## src/rtl/hilo_div_unit_pkg.sv

```systemverilog
// Shared encodings for the HI/LO + divide unit: op codes, FSM states, iteration count.
package hilo_div_unit_pkg;

  typedef enum logic [2:0] {
    OpNop  = 3'd0,
    OpCapt = 3'd1,
    OpMthi = 3'd2,
    OpMtlo = 3'd3,
    OpDivu = 3'd4,
    OpDiv  = 3'd5
  } op_e;

  typedef enum logic [1:0] {
    StIdle = 2'd0,
    StRun  = 2'd1,
    StFix  = 2'd2
  } state_e;

  localparam int unsigned DivIters = 32;
  localparam int unsigned CntW     = $clog2(DivIters);

  // True for op codes that do real work (NOP and 6..7 are dropped).
  function automatic logic op_legal(input logic [2:0] o);
    return (o >= 3'd1) && (o <= 3'd5);
  endfunction

endpackage

```

## src/rtl/div_step.sv

```systemverilog
// One restoring-division step: shift the next dividend bit into the partial remainder,
// trial-subtract the divisor and shift the resulting quotient bit in.
module div_step (
  input  logic [31:0] rem,
  input  logic [31:0] quo,
  input  logic [31:0] divisor,
  output logic [31:0] rem_next,
  output logic [31:0] quo_next
);

  logic [32:0] shifted;
  logic [32:0] trial;

  // Remainder stays below the divisor, so the shifted value fits 33 bits.
  assign shifted  = {rem, quo[31]};
  assign trial    = shifted - {1'b0, divisor};
  // A borrow (trial[32]) means the subtract failed: restore and shift in 0.
  assign rem_next = trial[32] ? shifted[31:0] : trial[31:0];
  assign quo_next = {quo[30:0], ~trial[32]};

endmodule

```

## src/rtl/hilo_div_unit.sv

```systemverilog
// HI/LO register file with multicycle restoring divider (DIVU/DIV), CAPT and MTHI/MTLO.
module hilo_div_unit
  import hilo_div_unit_pkg::*;
(
  input  logic        clk,
  input  logic        reset_n,
  input  logic [2:0]  op,
  input  logic        op_valid,
  input  logic [31:0] alu_r,
  input  logic [31:0] alu_r2,
  input  logic [31:0] a,
  input  logic [31:0] b,
  output logic [31:0] hi,
  output logic [31:0] lo,
  output logic        busy,
  output logic        done
);

  state_e            state_q, state_d;
  logic [CntW-1:0]   cnt_q, cnt_d;
  logic [31:0]       rem_q, rem_d;
  logic [31:0]       quo_q, quo_d;
  logic [31:0]       dvs_q, dvs_d;
  logic [31:0]       hi_q, hi_d;
  logic [31:0]       lo_q, lo_d;
  logic              negq_q, negq_d;
  logic              negr_q, negr_d;
  logic              done_q, done_d;

  logic              accept;
  logic              is_signed;
  logic              a_neg;
  logic              b_neg;
  logic [31:0]       step_rem;
  logic [31:0]       step_quo;

  // Ops are only taken in IDLE; anything offered while dividing is dropped.
  assign accept    = op_valid && (state_q == StIdle) && op_legal(op);
  assign is_signed = (op == OpDiv);
  assign a_neg     = is_signed & a[31];
  assign b_neg     = is_signed & b[31];

  div_step u_div_step (
    .rem      (rem_q),
    .quo      (quo_q),
    .divisor  (dvs_q),
    .rem_next (step_rem),
    .quo_next (step_quo)
  );

  // Next-state logic for the FSM, divider datapath and architectural HI/LO.
  always_comb begin
    state_d = state_q;
    cnt_d   = cnt_q;
    rem_d   = rem_q;
    quo_d   = quo_q;
    dvs_d   = dvs_q;
    hi_d    = hi_q;
    lo_d    = lo_q;
    negq_d  = negq_q;
    negr_d  = negr_q;
    done_d  = 1'b0;
    case (state_q)
      StIdle: begin
        if (accept) begin
          case (op)
            OpCapt: begin
              lo_d   = alu_r;
              hi_d   = alu_r2;
              done_d = 1'b1;
            end
            OpMthi: begin
              hi_d   = a;
              done_d = 1'b1;
            end
            OpMtlo: begin
              lo_d   = a;
              done_d = 1'b1;
            end
            OpDivu, OpDiv: begin
              if (b == 32'd0) begin
                // Divide-by-zero completes immediately with a fixed result.
                hi_d   = a;
                lo_d   = '1;
                done_d = 1'b1;
              end else begin
                rem_d   = '0;
                quo_d   = a_neg ? -a : a;
                dvs_d   = b_neg ? -b : b;
                negq_d  = a_neg ^ b_neg;
                negr_d  = a_neg;
                cnt_d   = CntW'(DivIters - 1);
                state_d = StRun;
              end
            end
            default: ;
          endcase
        end
      end
      StRun: begin
        rem_d = step_rem;
        quo_d = step_quo;
        if (cnt_q == '0) begin
          state_d = StFix;
        end else begin
          cnt_d = cnt_q - 1'b1;
        end
      end
      StFix: begin
        lo_d    = negq_q ? -quo_q : quo_q;
        hi_d    = negr_q ? -rem_q : rem_q;
        done_d  = 1'b1;
        state_d = StIdle;
      end
      default: state_d = StIdle;
    endcase
  end

  // State registers with synchronous active-low reset.
  always_ff @(posedge clk) begin
    if (!reset_n) begin
      state_q <= StIdle;
      cnt_q   <= '0;
      rem_q   <= '0;
      quo_q   <= '0;
      dvs_q   <= '0;
      hi_q    <= '0;
      lo_q    <= '0;
      negq_q  <= 1'b0;
      negr_q  <= 1'b0;
      done_q  <= 1'b0;
    end else begin
      state_q <= state_d;
      cnt_q   <= cnt_d;
      rem_q   <= rem_d;
      quo_q   <= quo_d;
      dvs_q   <= dvs_d;
      hi_q    <= hi_d;
      lo_q    <= lo_d;
      negq_q  <= negq_d;
      negr_q  <= negr_d;
      done_q  <= done_d;
    end
  end

  // Outputs come straight from registers, so op_valid never reaches busy/done combinationally.
  assign hi   = hi_q;
  assign lo   = lo_q;
  assign busy = (state_q != StIdle);
  assign done = done_q;

endmodule

```

## config.mk

```make
export PLATFORM = sky130hd
export DESIGN_NAME = hilo_div_unit
export DESIGN_NICKNAME = d
export VERILOG_FILES = /design/src/rtl/hilo_div_unit_pkg.sv /design/src/rtl/div_step.sv /design/src/rtl/hilo_div_unit.sv
export SDC_FILE = /design/constraint.sdc
export NUM_CORES = 1
export LEC_CHECK = 0
export ABC_AREA = 1
export ABC_CLOCK_PERIOD_IN_PS = 2700
export BUFFER_PORTS_ARGS = -buffer_cell sky130_fd_sc_hd__buf_2
export CORE_MARGIN = 4
export CORE_UTILIZATION = 41
export CTS_CLUSTER_DIAMETER = 120
export DETAILED_ROUTE_END_ITERATION = 7
export PLACE_DENSITY = 0.57
export SYNTH_ARGS = -nofsm -noshare
export SYNTH_HDL_FRONTEND = slang
export SYNTH_HIERARCHICAL = 1
export SYNTH_SLANG_ARGS = --single-unit
```

## constraint.sdc

```tcl
create_clock -name clk -period 2.7 [get_ports clk]
set_clock_uncertainty 0.2 [all_clocks]
set_input_delay 0.405 -clock clk [delete_from_list [all_inputs] [get_ports clk]]
set_output_delay 0.405 -clock clk [all_outputs]
set_load 0.03 [all_outputs]
```

==> run metrics <==
result of the run=complete, no violations; cell area after synthesis=0.01483 mm2; gate family responsible for the most delay along the worst path=simple AND/OR/NAND/NOR gates; vias in the first global route=between 15000 and 20000; minimum period implied by the final worst setup slack=2.581 ns; final estimated routing congestion in global placement=0.9349; fillers=between 3000 and 4000; first-pass GRT wire length=between 90000 and 100000 um; cell accounting for the most synthesized area=sky130_fd_sc_hd__dfxtp_1; pin count of the biggest net entering global routing=between 80 and 90; share of the core filled with cells=48.91%; total length of routed wires=61150 um; actual slew at the worst max-slew pin=between 0.6 and 0.7 ns; top_reg_cell synth=sky130_fd_sc_hd__dfxtp_1; most used cell, CP=sky130_fd_sc_hd__nand2_1; met1 WL=approximately 26000 um; worst path buffer plus inverter count=1; Slew headroom=56.70%; number of core rows=between 60 and 70; placed wire-length estimate=~49000 um; number of instances in the placed design=between 3000 and 4000; leakage dissipation=8.866 nW; sum of overflow across all layers after global routing=0; worst voltage drop across the vdd grid=roughly 0.45 mV; area added between synthesis and finish=17.60%; list of cells traversed by the critical path=inv_1 > ha_1 > nand2_1 > nand2_1 > nand2_1 > nand2_1 > nand2_1 > nand2_1 > a21oi_4 > nand2_8 > nand2_8 > nand2_8 > nand2_1 > nand2_1 > a22oi_1 > nor2_1; post-route cell area=between 0.015 and 0.02 mm2; Worst Path Arrival=roughly 2.7 ns; buffers inserted by post-CTS timing repair=0; Nets=3005; Post-synth EDFFs=0; post-synthesis net count=2814; number of distinct standard cells referenced by the synthesized netlist=between 40 and 50; DR WL met2=roughly 29000 um; master of the slowest instance on the critical path=sky130_fd_sc_hd__ha_1; synth cell count leaders=sky130_fd_sc_hd__nand2_1, sky130_fd_sc_hd__nor2_1, sky130_fd_sc_hd__inv_1, sky130_fd_sc_hd__nand3_1, sky130_fd_sc_hd__a21oi_1; power per cell area=approximately 460 mW/mm2; post-DR vias/cell=5.382; cell with the most instances after synthesis=sky130_fd_sc_hd__nand2_1; fin crit share=95.61%; Placement Cell Area=roughly 0.017 mm2; number of cells in the finished layout apart from fillers=~3300; TritonCTS buffer count=17; number of stages on the worst hold path=3; total negative slack for setup checks=0 ns; CP startpoint kind=flip-flop; share of cells above drive strength 1=between 10% and 20%; Mapped Cells=roughly 2600; count of hold buffers inserted by post-cts repair=0; full die area=a little under 0.04 mm2; leading cell types by total area after synthesis=sky130_fd_sc_hd__dfxtp_1, sky130_fd_sc_hd__nand2_1, sky130_fd_sc_hd__nor2_1; Starting Density=a little over 40%; maximum clock path buffer count=2; final number of max-transition violations=0; floorplan core area=about 0.036 mm2; post-synthesis async set-or-reset flop share=0%; count of yosys warnings during synthesis=6; hold violation total from the final report=0; Seq cells post-synth=170; min-delay worst type=in -> reg; Boundary Pins=200; residual DRC count=0; TritonCTS clock tree=done; Setup CP Type=reg -> reg; antenna violations before repair=0; clock-pin slew on the worst setup and hold paths=0.07 ns; top layer reached by signal wires=met4; top cell type's share of synthesized area=approximately 23%; number of I/O port buffers=a little under 200; TritonRoute pass-1 iters=6; R2R depth=16; buffer cell driving the clock tree root=sky130_fd_sc_hd__clkbuf_16; RSZ-0062 raised after global routing=true; Sequential Area=approximately 0.0034 mm2; number of max-cap violations=0; number of H-tree branching levels=4; highest clock rate=0.3874 GHz; 1st-iter DRT viols=around 1600; largest stage delay on the critical path=~0.36 ns; die boundary width=198.2 um; via total after detailed routing=between 15000 and 20000; Seq/Total Area, Yosys=between 20% and 30%; number of nets still failing antenna checks after routing=0; Critical Path RT=roughly 2.9 ns; insertion delay to the later sink of the worst-skew pair=roughly 0.47 ns; number of failing setup endpoints in the final timing report=0; Die Y=about 200 um; global router's overall resource usage=between 20 and 30%; CTS Sinks=170; detailed-routed wire length on met3=3686 um; average wire per standard cell=18.49 um; endpoint class of the critical path=flip-flop; combined area of the multi-input logic cells=0.009729 mm2; average instance area after synthesis=about 5.6 um2; WP depth=16; worst-path fanout max=16
## state kept, by name, indices dropped and copies added, names as in the netlist
register / count
cnt_q: 5
rem_q: 32
state_q: 2
negq_q: 1
hi: 32
quo_q: 32
dvs_q: 32
negr_q: 1
lo: 32
done: 1
## layout by cell type, fill, tap and decap left out, drive strengths merged, types with 5 or more instances in the layout
| cell type | instances |
|---|---|
| o21bai | 7 |
| clkinv | 8 |
| dfxtp | 170 |
| nand3b | 7 |
| inv | 334 |
| nand2 | 832 |
| nor3 | 26 |
| xnor2 | 5 |
| o211ai | 5 |
| o21ai | 170 |
| or2 | 13 |
| ha | 38 |
| xor2 | 30 |
| clkbuf | 18 |
| a21oi | 179 |
| o22ai | 12 |
| a22oi | 32 |
| nor2 | 360 |
| buf | 299 |
| nand4 | 41 |
| nand3 | 222 |
| o221ai | 14 |
## routing by layer
metal	GRT usage, %	up-vias
met2	51.32	604
li1	-	8833
met1	39.45	8279
met4	9.870	0
met5	0	-
met3	3.403	81
## logic make-up (layout without fill, tap and decap cells)
logic type,count (synthesis),after routing,share of synthesized area (%)
and+or+nand+nor,1505,1509,42.22
buffers and inverters,461,661,13.37
AOI/OAI and AO/OA,431,431,16.05
xor gates and xnor gates,35,35,2.067
DFF,170,170,22.95
other,0,1,0
adders and majority gates,39,39,3.342
## worst min-delay path, stage by stage
cell and delay (ns):
sky130_fd_sc_hd__buf_2 0.11, sky130_fd_sc_hd__a21oi_1 0.06, sky130_fd_sc_hd__a21oi_1 0.11
## final timing paths
| path | startpoint | end | slack (ns) |
|---|---|---|---|
| worst max-delay path | dvs_q[25]$_SDFFE_PN0P_ | rem_q[11]$_SDFFE_PN0P_ | 0.12 |
| worst min-delay path | b[31] | dvs_q[31]$_SDFFE_PN0P_ | 0.06 |
| worst max register to register | dvs_q[25]$_SDFFE_PN0P_ | rem_q[11]$_SDFFE_PN0P_ | 0.12 |
| worst min register to register | lo[11]$_SDFFE_PN0P_ | lo[11]$_SDFFE_PN0P_ | 0.27 |
## area by class of cell
class	count	area share, %
clock inverter	14	1.005
timing repair buffer	299	10.73
multi-input combinational	2014	55.79
antenna	1	0.01435
clock buffer	18	2.518
inverter	330	7.103
sequential	170	19.52
tap	461	3.308
## through the flow
step	hold WS [ns]	setup WS, ns	power [W]
after detailed placement	0.2568	0.0001261	0.005303
after CTS	0.04642	0.003956	0.007944
final	0.06480	0.1185	0.008096
after floorplan	0.2453	0.2130	0.004511
after global routing	0.06146	-0.03421	0.008539
after global placement	0.2518	0.07771	0.005288
## where the power goes
group	total, W	internal (W)	switching (W)	leakage (nW)
clock network	0.00262	0.00135	0.00127	0.297
logic	0.00277	0.000901	0.00187	7.19
registers	0.00270	0.00262	0.0000842	1.38
total	0.00810	0.00487	0.00323	8.87
## timing repair
action                     4_1_cts  5_1_grt
pin swaps                        0        7
resized for setup                2       40
setup endpoints to repair       11       33
gates cloned                     0        4
Power figures use the tool's default switching activity.
